File: config.mk
export PLATFORM = sky130hd
export DESIGN_NAME = rf_write_arbiter_flat
export DESIGN_NICKNAME = d
export VERILOG_FILES = /design/src/rtl/rf_write_arbiter_if.sv /design/src/rtl/rf_write_arbiter.sv /design/src/flat_wrapper.sv
export SDC_FILE = /design/constraint.sdc
export NUM_CORES = 1
export LEC_CHECK = 0
export BUFFER_PORTS_ARGS = -buffer_cell sky130_fd_sc_hd__clkbuf_2
export CAP_MARGIN = 20
export CORE_MARGIN = 1
export CORE_UTILIZATION = 47
export CTS_BUF_LIST = sky130_fd_sc_hd__clkbuf_2
export CTS_CLUSTER_DIAMETER = 60
export CTS_CLUSTER_SIZE = 40
export DETAILED_ROUTE_END_ITERATION = 8
export GPL_TIMING_DRIVEN = 0
export MAX_ROUTING_LAYER = met4
export PLACE_DENSITY = 0.83
export SETUP_SLACK_MARGIN = 0.15
export SLEW_MARGIN = 40
export SYNTH_ARGS = -nofsm -noshare
export SYNTH_HDL_FRONTEND = slang
export SYNTH_SLANG_ARGS = --single-unit
export TNS_END_PERCENT = 1
File: constraint.sdc
create_clock -name clk -period 2.5 [get_ports clk]
set_input_delay 0.375 -clock clk [delete_from_list [all_inputs] [get_ports clk]]
set_output_delay 0.375 -clock clk [all_outputs]
set_load 0.05 [all_outputs]
File: src/rtl/rf_write_arbiter_if.sv
// rf_write_arbiter_if
//   Bundles every signal around the register-file write arbiter: the WB-stage
//   write request, the long-latency (mul/div) result handshake, the issue
//   notification that marks a destination busy, the decode busy queries and
//   the resulting register-file write port.
//
//   Handshake rule for the lu_* channel: a result transfers in a cycle where
//   lu_valid and lu_ready are both high. Once lu_valid is raised, lu_valid,
//   lu_waddr and lu_wdata stay stable until that transfer; lu_ready may be
//   high while lu_valid is low and means nothing then. pipe_stall high means
//   the WB write presented this cycle was not taken and must be held.
//
//   modport master : pipeline / mul-div side (drives requests, sees results)
//   modport slave  : the arbiter itself
interface rf_write_arbiter_if #(
    parameter int DATA_WIDTH = 32,
    parameter int ADDR_WIDTH = 5
);
    logic                  pipe_wen;
    logic [ADDR_WIDTH-1:0] pipe_waddr;
    logic [DATA_WIDTH-1:0] pipe_wdata;
    logic                  pipe_stall;

    logic                  lu_valid;
    logic [ADDR_WIDTH-1:0] lu_waddr;
    logic [DATA_WIDTH-1:0] lu_wdata;
    logic                  lu_ready;

    logic                  issue_valid;
    logic [ADDR_WIDTH-1:0] issue_waddr;

    logic [ADDR_WIDTH-1:0] rd_addr1;
    logic [ADDR_WIDTH-1:0] rd_addr2;
    logic                  rd_busy1;
    logic                  rd_busy2;

    logic                  rf_wen;
    logic [ADDR_WIDTH-1:0] rf_waddr;
    logic [DATA_WIDTH-1:0] rf_wdata;

    modport master (
        output pipe_wen, pipe_waddr, pipe_wdata,
        output lu_valid, lu_waddr, lu_wdata,
        output issue_valid, issue_waddr,
        output rd_addr1, rd_addr2,
        input  pipe_stall, lu_ready, rd_busy1, rd_busy2,
        input  rf_wen, rf_waddr, rf_wdata
    );

    modport slave (
        input  pipe_wen, pipe_waddr, pipe_wdata,
        input  lu_valid, lu_waddr, lu_wdata,
        input  issue_valid, issue_waddr,
        input  rd_addr1, rd_addr2,
        output pipe_stall, lu_ready, rd_busy1, rd_busy2,
        output rf_wen, rf_waddr, rf_wdata
    );
endinterface

File: src/rtl/rf_write_arbiter.sv
// rf_write_arbiter
//   Shares the single register-file write port between the in-order WB stage
//   and the long-latency unit. WB normally has priority; if a long-latency
//   result waits STARVE_LIMIT cycles the arbiter enters FORCE for one cycle,
//   stalls the pipe and writes the long-latency result. A scoreboard tracks
//   destinations with an outstanding long-latency result for decode hazards.
//
// Ports
//   clk          clock, all state on posedge
//   rstn         synchronous active-low reset
//   bus          rf_write_arbiter_if.slave (pipe, lu, issue, rd query, rf port)
//   dbg_state    current FSM state (0 = NORMAL, 1 = FORCE)
//   dbg_wait_cnt cycles the current lu result has waited unserved
module rf_write_arbiter #(
    parameter int DATA_WIDTH   = 32,
    parameter int ADDR_WIDTH   = 5,
    parameter int STARVE_LIMIT = 4
) (
    input  logic                               clk,
    input  logic                               rstn,
    rf_write_arbiter_if.slave                  bus,
    output logic                               dbg_state,
    output logic [$clog2(STARVE_LIMIT+1)-1:0]  dbg_wait_cnt
);
    localparam int NREG = 2 ** ADDR_WIDTH;
    localparam int CW   = $clog2(STARVE_LIMIT + 1);
    localparam logic [CW-1:0] FORCE_AT = CW'(STARVE_LIMIT - 1);

    typedef enum logic {
        NORMAL = 1'b0,
        FORCE  = 1'b1
    } state_t;

    state_t          state, state_nx;
    logic [CW-1:0]   wait_cnt;
    logic [NREG-1:0] busy, busy_nx;
    logic            lu_hs;

    // Arbitration and FSM next state. Reset gating is applied last so that
    // every output is quiet for as long as rstn is low.
    always_comb begin
        state_nx       = state;
        bus.rf_wen     = 1'b0;
        bus.rf_waddr   = bus.pipe_waddr;
        bus.rf_wdata   = bus.pipe_wdata;
        bus.lu_ready   = 1'b0;
        bus.pipe_stall = 1'b0;
        case (state)
            NORMAL: begin
                if (bus.pipe_wen) begin
                    bus.rf_wen = 1'b1;
                    // lu loses this cycle; escalate once it has waited long enough
                    if (bus.lu_valid && wait_cnt == FORCE_AT)
                        state_nx = FORCE;
                end else if (bus.lu_valid) begin
                    bus.rf_wen   = 1'b1;
                    bus.rf_waddr = bus.lu_waddr;
                    bus.rf_wdata = bus.lu_wdata;
                    bus.lu_ready = 1'b1;
                end
            end
            FORCE: begin
                // One-cycle state: a missing lu_valid is a protocol error and
                // simply writes nothing before returning to NORMAL.
                bus.pipe_stall = 1'b1;
                bus.lu_ready   = 1'b1;
                bus.rf_wen     = bus.lu_valid;
                bus.rf_waddr   = bus.lu_waddr;
                bus.rf_wdata   = bus.lu_wdata;
                state_nx       = NORMAL;
            end
            default: state_nx = NORMAL;
        endcase
        if (!rstn) begin
            bus.rf_wen     = 1'b0;
            bus.lu_ready   = 1'b0;
            bus.pipe_stall = 1'b0;
            state_nx       = NORMAL;
        end
    end

    assign lu_hs = bus.lu_valid && bus.lu_ready;

    // Clear first, then set, so a same-cycle issue to the address being
    // retired keeps the register busy for the new op. r0 is never tracked.
    always_comb begin
        busy_nx = busy;
        if (lu_hs)
            busy_nx[bus.lu_waddr] = 1'b0;
        if (bus.issue_valid && bus.issue_waddr != '0)
            busy_nx[bus.issue_waddr] = 1'b1;
    end

    always_ff @(posedge clk) begin
        if (!rstn) begin
            state    <= NORMAL;
            wait_cnt <= '0;
            busy     <= '0;
        end else begin
            state <= state_nx;
            busy  <= busy_nx;
            if (bus.lu_valid && !bus.lu_ready) begin
                if (wait_cnt != {CW{1'b1}})
                    wait_cnt <= wait_cnt + 1'b1;
            end else begin
                wait_cnt <= '0;
            end
        end
    end

    // Queries see registered state only; a clear lands the next cycle.
    assign bus.rd_busy1 = rstn && busy[bus.rd_addr1];
    assign bus.rd_busy2 = rstn && busy[bus.rd_addr2];

    assign dbg_state    = state;
    assign dbg_wait_cnt = wait_cnt;

    a_lu_stable: assert property (@(posedge clk) disable iff (!rstn)
        bus.lu_valid && !bus.lu_ready |=>
            bus.lu_valid && $stable(bus.lu_waddr) && $stable(bus.lu_wdata));

    a_issue_not_busy: assert property (@(posedge clk) disable iff (!rstn)
        bus.issue_valid && bus.issue_waddr != '0 |->
            !busy[bus.issue_waddr] || (lu_hs && bus.lu_waddr == bus.issue_waddr));
endmodule

File: src/flat_wrapper.sv
// flat-port wrapper written by rule: the top's interface ports become plain ports
module rf_write_arbiter_flat 
#(
    parameter int DATA_WIDTH   = 32,
    parameter int ADDR_WIDTH   = 5,
    parameter int STARVE_LIMIT = 4
)
  (clk, rstn, dbg_state, dbg_wait_cnt, bus_pipe_wen, bus_pipe_waddr, bus_pipe_wdata, bus_lu_valid, bus_lu_waddr, bus_lu_wdata, bus_issue_valid, bus_issue_waddr, bus_rd_addr1, bus_rd_addr2, bus_pipe_stall, bus_lu_ready, bus_rd_busy1, bus_rd_busy2, bus_rf_wen, bus_rf_waddr, bus_rf_wdata);
  rf_write_arbiter_if #(.DATA_WIDTH(DATA_WIDTH), .ADDR_WIDTH(ADDR_WIDTH)) bus_i ();
  input  logic clk;
  input  logic rstn;
  output logic dbg_state;
  output logic [$clog2(STARVE_LIMIT+1)-1:0] dbg_wait_cnt;
  input wire logic [$bits(bus_i.pipe_wen)-1:0] bus_pipe_wen;
  input wire logic [$bits(bus_i.pipe_waddr)-1:0] bus_pipe_waddr;
  input wire logic [$bits(bus_i.pipe_wdata)-1:0] bus_pipe_wdata;
  input wire logic [$bits(bus_i.lu_valid)-1:0] bus_lu_valid;
  input wire logic [$bits(bus_i.lu_waddr)-1:0] bus_lu_waddr;
  input wire logic [$bits(bus_i.lu_wdata)-1:0] bus_lu_wdata;
  input wire logic [$bits(bus_i.issue_valid)-1:0] bus_issue_valid;
  input wire logic [$bits(bus_i.issue_waddr)-1:0] bus_issue_waddr;
  input wire logic [$bits(bus_i.rd_addr1)-1:0] bus_rd_addr1;
  input wire logic [$bits(bus_i.rd_addr2)-1:0] bus_rd_addr2;
  output wire logic [$bits(bus_i.pipe_stall)-1:0] bus_pipe_stall;
  output wire logic [$bits(bus_i.lu_ready)-1:0] bus_lu_ready;
  output wire logic [$bits(bus_i.rd_busy1)-1:0] bus_rd_busy1;
  output wire logic [$bits(bus_i.rd_busy2)-1:0] bus_rd_busy2;
  output wire logic [$bits(bus_i.rf_wen)-1:0] bus_rf_wen;
  output wire logic [$bits(bus_i.rf_waddr)-1:0] bus_rf_waddr;
  output wire logic [$bits(bus_i.rf_wdata)-1:0] bus_rf_wdata;
  assign bus_i.pipe_wen = bus_pipe_wen;
  assign bus_i.pipe_waddr = bus_pipe_waddr;
  assign bus_i.pipe_wdata = bus_pipe_wdata;
  assign bus_i.lu_valid = bus_lu_valid;
  assign bus_i.lu_waddr = bus_lu_waddr;
  assign bus_i.lu_wdata = bus_lu_wdata;
  assign bus_i.issue_valid = bus_issue_valid;
  assign bus_i.issue_waddr = bus_issue_waddr;
  assign bus_i.rd_addr1 = bus_rd_addr1;
  assign bus_i.rd_addr2 = bus_rd_addr2;
  assign bus_pipe_stall = bus_i.pipe_stall;
  assign bus_lu_ready = bus_i.lu_ready;
  assign bus_rd_busy1 = bus_i.rd_busy1;
  assign bus_rd_busy2 = bus_i.rd_busy2;
  assign bus_rf_wen = bus_i.rf_wen;
  assign bus_rf_waddr = bus_i.rf_waddr;
  assign bus_rf_wdata = bus_i.rf_wdata;
  rf_write_arbiter #(.DATA_WIDTH(DATA_WIDTH), .ADDR_WIDTH(ADDR_WIDTH), .STARVE_LIMIT(STARVE_LIMIT)) u_core (.clk(clk), .rstn(rstn), .bus(bus_i), .dbg_state(dbg_state), .dbg_wait_cnt(dbg_wait_cnt));
endmodule
==> impl_metrics.json, run 1 <==
{
  "h-tree-depth": 2,
  "ys_types": 40,
  "cp_max_fo": 3,
  "layout-drive-gt1-share_pct": 52.14,
  "std_cell_rows": 26,
  "ys.flop_type": "dfxtp_1",
  "fin_skew_ps": 14.17,
  "power_density_nw_per_um2": 395.3,
  "synth-edff-count": 0,
  "nFillCells": 445,
  "final-setup-viol-count": 0,
  "synth.most_common_cell": "mux2_2",
  "cts_buffer_depth": 2,
  "synth_seq_cells": 36,
  "synthesis.area_um2": 2650,
  "grt_pass1_vias": 2852,
  "syn_nets": 376,
  "timing.critical_path.from_type": "flip-flop",
  "outcome": "complete, no violations",
  "p_sw_share_pct": 39.59,
  "syn2layout_area_growth_pct": 32.34,
  "tightest_slew_ps": 539.1,
  "hold_depth": 3,
  "die_h_um": 77.09,
  "insertedDiodeCount": 0,
  "final_hold_viol_count": 0,
  "overflow": 0,
  "clock_sinks": 36,
  "synth-seq-area-share_pct": 27.20,
  "yosys-top-cells-area": "dfxtp_1 27%, mux2_2 17%, a21boi_0 8.2%, mux4_1 7.9%, o21ai_0 6.2%",
  "power.internal_uw": 837.5,
  "cts_made_buffers": 5,
  "final_util_pct": 66.55,
  "boundaryPins": 140,
  "dpl.hpwl_um": 7203,
  "first_iter_violations": 182,
  "yosys.area.top_type": "dfxtp_1",
  "p_comb_share_pct": 38.6,
  "post-route-drc-count": 0,
  "worstHoldPathType": "in -> reg",
  "p_clk_share_pct": 19.0,
  "dp_slack_ps": 103.4,
  "ys_top_cells_by_count": "41 x mux2_2, 36 x dfxtp_1, 35 x nand2_1, 33 x o21ai_0, 29 x a21boi_0",
  "p_leak_nw": 1.527,
  "maxCapViolations": 0,
  "io_buffer_count": 130,
  "drtPass1Iterations": 4,
  "cp.required_ps": 2120,
  "synthCells": 279,
  "vias_per_cell": 5.835,
  "ys_async_sr_fraction_pct": 0,
  "finalWorstSetupSlack_ps": 122.8,
  "core_area_um2": 5270,
  "fmax_mhz": 420.7,
  "switchingPower_uw": 548.7,
  "slew_headroom_pct": 64.06,
  "rr_worst_depth": 5,
  "grtUsageTotal_pct": 32.12,
  "gp_congestion": 0.9197,
  "die_area_um2": 5943,
  "crit_arrival_ps": 2000,
  "cts_root_buf": "clkbuf_2",
  "synth_top_area_share_pct": 27.20,
  "slew_violations": 0,
  "clk_pin_slew_ps": 180,
  "synth_area_per_cell_um2": 9.498,
  "clkLatencyLatePin_ps": 390,
  "crit_path_end_kind": "output pin",
  "setup_tns_ps": 0,
  "fin_crit_ps": 2377,
  "wirelength_um": 9259,
  "finalCritPeriodShare_pct": 95.09,
  "fin_nets": 517,
  "drt-wirelength-per-cell_um": 18.90,
  "die_w_um": 77.09,
  "postRouteAntennaNets": 0,
  "yosysWarnings": 0,
  "path_class": "reg -> out",
  "grt_pass1_wl_um": 14230,
  "vias": 2859,
  "cts_tree": "done",
  "initial_core_util_pct": 50.28,
  "antenna_found_initial": 0,
  "power_frac_seq_pct": 42.4,
  "rsz0062_at_grt": "true",
  "irDropWorstVdd_mv": 0.2417,
  "grt_max_degree": 11,
  "power_mw": 1.386
}
==> routing by layer <==
layer | vias up | global-route usage, % | share of wire (%)
li1 | 1313 | - | -
met1 | 1381 | 37.87 | 40
met2 | 144 | 55.45 | 49
met3 | 21 | 5.119 | 7.6
met4 | 0 | 10.94 | 2.5
met5 | - | - | 0
==> final timing paths <==
path                           start              end  slack, ps
setup / recovery      u_core.busy[2]     bus_rd_busy2        120
hold / removal    bus_issue_waddr[1]  u_core.busy[11]        280
hold reg to reg       u_core.busy[0]   u_core.busy[0]        480
setup reg to reg    u_core.dbg_state   u_core.busy[4]        830
==> sequential cells by signal, indices dropped and copies added (netlist names) <==
name and count:
u_core.busy 32, u_core.dbg_wait_cnt 3, u_core.dbg_state 1
==> power by group through the flow <==
stage / logic (mW) / clock network, mW / registers, mW
final: 0.535 / 0.264 / 0.587
after global routing: 0.559 / 0.278 / 0.589
after CTS: 0.519 / 0.260 / 0.587
after detailed placement: 0.513 / 0 / 0.599
after global placement: 0.506 / 0 / 0.598
after floorplan: 0.346 / 0 / 0.600
==> placed cells by master, fill, tap and decap left out, types with 3 or more instances in the layout <==
cell type | Yosys | final
mux2i_1 | 5 | 3
a21boi_0 | 29 | 29
and2_1 | 4 | 4
and4b_1 | 3 | 3
nand2_1 | 35 | 35
dfxtp_1 | 36 | 27
clkbuf_1 | 7 | 7
clkbuf_2 | 0 | 116
o21ai_0 | 33 | 33
and3_1 | 3 | 3
nor2_1 | 7 | 7
nor2b_1 | 6 | 5
ha_1 | 3 | 3
buf_1 | 5 | 4
nand3b_1 | 5 | 5
mux4_2 | 6 | 12
buf_2 | 5 | 21
nand2b_1 | 3 | 3
buf_4 | 2 | 9
nand3_1 | 3 | 3
mux2_2 | 41 | 41
buf_6 | 2 | 3
dfxtp_2 | 0 | 9
==> layout make-up <==
cell class | count | area (um^2) | share of cell area (%)
multi-input combinational | 220 | 1832 | 52.23
sequential | 36 | 732.0 | 20.87
clock buffer | 6 | 30.03 | 0.8562
buffer | 21 | 116.4 | 3.318
clock inverter | 1 | 5.005 | 0.1427
inverter | 2 | 7.507 | 0.2141
timing repair buffer | 134 | 696.9 | 19.87
tap | 70 | 87.58 | 2.497
==> cell families (layout without fill, tap and decap cells) <==
family / count (synthesis) / after routing / synth area share (%)
buf+inv: 23 / 164 / 4.344
mux: 60 / 60 / 32.34
xor+xnor: 1 / 1 / 0.3306
fa+ha+maj: 3 / 3 / 1.417
simple gates: 82 / 82 / 16.53
flops: 36 / 36 / 27.20
compound gates: 74 / 74 / 17.85
==> critical path: stages (launching register included) <==
cell,delay [ps]
dfxtp_2,360
mux4_2,460
nor2b_1,160
a2111oi_2,220
and4b_1,250
buf_6,150
==> timing repair <==
item | 4_1_cts | 5_1_grt
setup buffers | 0 | 4
gates resized for setup | 8 | 45
cloned | 0 | 0
setup endpoints to repair | 31 | 21
hold buffers | 0 | 0
pin swaps | 2 | 4
==> per-stage QoR <==
stage	hold WS [ps]	cell area [um^2]	instances
after floorplan	437.1	2650	279
after global placement	451.8	3388	479
after detailed placement	455.2	3388	479
after CTS	293.5	3447	486
after global routing	296.6	3507	490
final	280.4	3507	490
Power figures use the tool's default switching activity.
==> run 2, diff against run 1 <==
--- a/config.mk
+++ b/config.mk
@@ -8,14 +8,13 @@
 export BUFFER_PORTS_ARGS = -buffer_cell sky130_fd_sc_hd__clkbuf_2
 export CAP_MARGIN = 20
 export CORE_MARGIN = 1
-export CORE_UTILIZATION = 47
-export CTS_BUF_LIST = sky130_fd_sc_hd__clkbuf_2
+export CORE_UTILIZATION = 46
 export CTS_CLUSTER_DIAMETER = 60
 export CTS_CLUSTER_SIZE = 40
 export DETAILED_ROUTE_END_ITERATION = 8
 export GPL_TIMING_DRIVEN = 0
 export MAX_ROUTING_LAYER = met4
-export PLACE_DENSITY = 0.83
+export PLACE_DENSITY = 0.82
 export SETUP_SLACK_MARGIN = 0.15
 export SLEW_MARGIN = 40
 export SYNTH_ARGS = -nofsm -noshare
==> constraint.sdc (replaced) <==
create_clock -name clk -period 2.5 [get_ports clk]
set_input_delay 0.25 -clock clk [delete_from_list [all_inputs] [get_ports clk]]
set_output_delay 0.25 -clock clk [all_outputs]
set_load 0.05 [all_outputs]
==> impl_metrics.json, run 2 (synthesis results as in run 1) <==
{
  "final-setup-viol-count": 0,
  "drtPass1Iterations": 5,
  "grt_max_degree": 11,
  "grt_pass1_wl_um": 13790,
  "irDropWorstVdd_mv": 0.2212,
  "stdcell_count": 488,
  "power_frac_seq_pct": 37.9,
  "power_density_nw_per_um2": 442.6,
  "h-tree-depth": 2,
  "worstHoldPathType": "in -> reg",
  "die_h_um": 77.90,
  "post-route-drc-count": 0,
  "clock_sinks": 36,
  "layout-drive-gt1-share_pct": 46.63,
  "final_util_pct": 62.94,
  "cp.required_ps": 2250,
  "rsz0062_at_grt": "false",
  "grtUsageTotal_pct": 30.18,
  "crit_arrival_ps": 1990,
  "cts_root_buf": "clkbuf_8",
  "fin_nets": 513,
  "drt-wirelength-per-cell_um": 17.57,
  "overflow": 0,
  "grt_pass1_vias": 2722,
  "fin_skew_ps": 3.255,
  "boundaryPins": 140,
  "std_cell_rows": 27,
  "antenna_found_initial": 0,
  "cts_hold_buffers": 0,
  "multiInputGateArea_um2": 1814,
  "cts_buffer_depth": 2,
  "power.internal_mw": 1.002,
  "p_comb_share_pct": 33.0,
  "postCtsSetupRepairBufs": 0,
  "p_sw_share_pct": 35.06,
  "top_register": "u_core.busy",
  "maxCapViolations": 0,
  "setup_tns_ps": 0,
  "wirelength_um": 8574,
  "initial_core_util_pct": 47.83,
  "fin_crit_ps": 2244,
  "die_w_um": 77.90,
  "die_area_um2": 6068,
  "p_leak_nw": 1.566,
  "io_buffer_count": 130,
  "timing.critical_path.from_type": "flip-flop",
  "vias": 2754,
  "vias_per_cell": 5.643,
  "regArea_um2": 720.7,
  "clk_pin_slew_ps": 70,
  "final_hold_viol_count": 0,
  "crit_path_end_kind": "output pin",
  "p_clk_share_pct": 29.1,
  "switchingPower_uw": 541.1,
  "outcome": "complete, no violations",
  "cp_max_fo": 3,
  "layout_common_cells": "129 x clkbuf_2, 41 x mux2_2, 36 x dfxtp_1, 35 x nand2_1, 33 x o21ai_0",
  "cts_made_buffers": 5,
  "dpl.cell_count": 481,
  "layout_commonest_cell": "clkbuf_2",
  "core_area_um2": 5540,
  "path_class": "reg -> out",
  "cts_tree": "done",
  "tightest_slew_ps": 538.2,
  "gp_congestion": 0.9122,
  "first_iter_violations": 211,
  "slew_headroom_pct": 64.12,
  "slew_violations": 0,
  "clkLatencyLatePin_ps": 290,
  "syn2layout_area_growth_pct": 31.59,
  "fmax_mhz": 445.5,
  "dpl.hpwl_um": 6863,
  "finalCritPeriodShare_pct": 89.78,
  "insertedDiodeCount": 0,
  "postRouteAntennaNets": 0,
  "largest_register_ff_count": 32,
  "nFillCells": 477
}
## run 2: cell count changes in the layout (fill, tap and decap cells not counted), moves of 2 or more
cell	before	now
mux2i_1	3	5
buf_4	9	2
a2111oi_0	0	2
mux4_2	12	6
mux4_1	2	8
clkbuf_2	116	129
dfxtp_2	9	0
mux2i_2	2	0
clkbuf_8	0	7
buf_2	21	6
dfxtp_1	27	36
## run 2: repair_timing
item / in CTS / in global routing
resized for setup: 0 / 1
hold endpoints to repair: 0 / 0
setup endpoints to repair: 0 / 1
## run 2: power by group through the flow
stage	clock network [mW]	logic, mW	registers, mW
3_5_place_dp	0	0.505	0.599
6_report	0.449	0.509	0.586
2_1_floorplan	0	0.346	0.600
4_1_cts	0.447	0.507	0.585
5_1_grt	0.477	0.535	0.586
3_3_place_gp	0	0.502	0.598
## run 2: worst paths after layout
check / to / from / cells after the start / slack [ps]
worst min-delay path: u_core.busy[11] / bus_issue_waddr[1] / 3 / 280
worst max register to register: u_core.busy[8] / u_core.dbg_state / 5 / 820
worst min register to register: u_core.busy[0] / u_core.busy[0] / 1 / 480
worst max-delay path: bus_rd_busy1 / u_core.busy[5] / 4 / 260
## run 2: critical path, cell delays in order, from the launching register on
cell and delay (ps):
dfxtp_1 320, mux4_1 540, a2111oi_0 380, and4b_1 230, clkbuf_2 230
## run 2: metrics by stage
step	setup WS (ps)	cell area (um^2)	total power [mW]	hold slack, ps
CTS	235.8	3487	1.540	283.5
global route	177.0	3487	1.598	300.7
global placement	449.3	3391	1.100	445.8
floorplan	412.3	2650	0.9455	406.1
finish	255.5	3487	1.543	283.3
detailed placement	422.3	3391	1.104	467.4
## run 2: area by class of cell
class / count / share of cell area (%)
Multi-Input combinational cell: 220 / 52.03
Clock buffer: 7 / 2.763
Timing Repair Buffer: 130 / 18.66
Sequential cell: 36 / 20.67
Tap cell: 72 / 2.583
Buffer: 21 / 3.086
Inverter: 2 / 0.2153
## run 2: routing by layer
layer	routed length [um]	GRT usage, %	up-vias	part of all wire, %
met5	0	-	-	0
met4	80	6.296	0	0.93
met3	700	6.000	14	8.2
met2	4276	50.80	136	50
met1	3516	37.64	1292	41
li1	-	-	1312	-
==> run 3, diff against run 2 <==
==> constraint.sdc (replaced) <==
create_clock -name clk -period 2.5 [get_ports clk]
set_input_delay 0.125 -clock clk [delete_from_list [all_inputs] [get_ports clk]]
set_output_delay 0.125 -clock clk [all_outputs]
set_load 0.05 [all_outputs]
==> impl_metrics.json, run 3 (synthesis results as in run 1) <==
{
  "outcome": "complete, no violations",
  "cts_buffer_depth": 2,
  "post-route-drc-count": 0,
  "slew_violations": 0,
  "power_density_nw_per_um2": 442.1,
  "core_area_um2": 5540,
  "place_area_um2": 3391,
  "first_iter_violations": 211,
  "initial_core_util_pct": 47.83,
  "drt-wirelength-per-cell_um": 17.56,
  "slew_headroom_pct": 64.12,
  "cp.required_ps": 2380,
  "tightest_slew_ps": 538.2,
  "insertedDiodeCount": 0,
  "cts_tree": "done",
  "postCtsSetupRepairBufs": 0,
  "cts_made_buffers": 5,
  "final-setup-viol-count": 0,
  "final_hold_viol_count": 0,
  "rsz0062_at_grt": "false",
  "clkLatencyLatePin_ps": 290,
  "cts_resized": 0,
  "largest_register_ff_count": 32,
  "grt_max_degree": 11,
  "io_buffer_count": 130,
  "cp_max_fo": 3,
  "power_mw": 1.542,
  "boundaryPins": 140,
  "syn2layout_area_growth_pct": 31.59,
  "p_leak_nw": 1.565,
  "cts_root_buf": "clkbuf_8",
  "grtUsageTotal_pct": 30.18,
  "vias_per_cell": 5.629,
  "path_class": "reg -> out",
  "finalCritPeriodShare_pct": 85.24,
  "gp_congestion": 0.9122,
  "fin_skew_ps": 4.573,
  "worstHoldPathType": "in -> reg",
  "wirelength_um": 8570,
  "dpl.hpwl_um": 6863,
  "crit_arrival_ps": 2010,
  "antenna_found_initial": 0,
  "drtPass1Iterations": 5,
  "grt_pass1_vias": 2722,
  "h-tree-depth": 2,
  "finalWorstSetupSlack_ps": 369.1,
  "postLayoutCellArea_um2": 3487,
  "layout_commonest_cell": "clkbuf_2",
  "vias": 2747,
  "maxCapViolations": 0,
  "grt_pass1_wl_um": 13790,
  "layout_common_cells": "130 x clkbuf_2, 41 x mux2_2, 36 x dfxtp_1, 35 x nand2_1, 33 x o21ai_0",
  "setup_tns_ps": 0,
  "overflow": 0,
  "clk_pin_slew_ps": 70,
  "cts_hold_buffers": 0,
  "postRouteAntennaNets": 0,
  "clock_sinks": 36,
  "layout-drive-gt1-share_pct": 46.63,
  "dp_slack_ps": 665.7,
  "fin_nets": 513,
  "timing.critical_path.from_type": "flip-flop",
  "die_area_um2": 6068,
  "fmax_mhz": 469.3,
  "std_cell_rows": 27,
  "die_h_um": 77.90,
  "die_w_um": 77.90,
  "top_register": "u_core.busy",
  "irDropWorstVdd_mv": 0.2212,
  "fin_crit_ps": 2131,
  "crit_path_end_kind": "output pin"
}
-- run 3: cell types whose count changed in the layout (fill, tap and decap cells not counted) --
| cell | delta |
|---|---|
| buf_2 | -1 |
| clkbuf_2 | +1 |
-- run 3: final timing paths --
check / start / endpoint / slack, ps / cells past startpoint
worst max register to register: u_core.dbg_state / u_core.busy[8] / 820 / 5
worst min-delay path: bus_issue_waddr[1] / u_core.busy[11] / 160 / 3
worst max-delay path: u_core.busy[3] / bus_rd_busy2 / 370 / 5
worst min register to register: u_core.busy[0] / u_core.busy[0] / 480 / 1
-- run 3: cell type report --
| class | instances | area [um^2] |
|---|---|---|
| Clock buffer | 7 | 96.34 |
| Fill cell | 477 | 2053 |
| Buffer | 21 | 107.6 |
| Timing Repair Buffer | 130 | 650.6 |
| Tap cell | 72 | 90.09 |
| Sequential cell | 36 | 720.7 |
| Multi-Input combinational cell | 220 | 1814 |
| Inverter | 2 | 7.507 |
-- run 3: metal layers --
layer / vias to the layer above / track usage, % / share of wire (%)
met5: - / - / 0
met4: 0 / 6.296 / 0.93
met3: 14 / 6.000 / 8.1
met2: 134 / 50.80 / 50
met1: 1288 / 37.64 / 41
li1: 1311 / - / -
-- run 3: power by group --
part	total, mW	switching (mW)	internal [mW]	leakage (nW)
Combinational	0.509	0.332	0.176	1.22
Clock	0.447	0.202	0.245	0.0503
Sequential	0.586	0.00508	0.581	0.291
-- run 3: worst max-delay path, cell delays in order (launching register included) --
cell	delay, ps
dfxtp_1	320
mux4_2	460
nor2b_1	140
a2111oi_0	330
and4b_1	240
clkbuf_2	230
-- run 3: metrics by stage --
step / util, % / std cells / hold WS (ps)
after floorplan: - / 279 / 281.1
after global placement: 61.20 / 481 / 445.8
after detailed placement: 61.20 / 481 / 453.5
after CTS: 62.94 / 488 / 158.5
after global routing: 62.94 / 488 / 175.7
final: 62.94 / 488 / 158.3
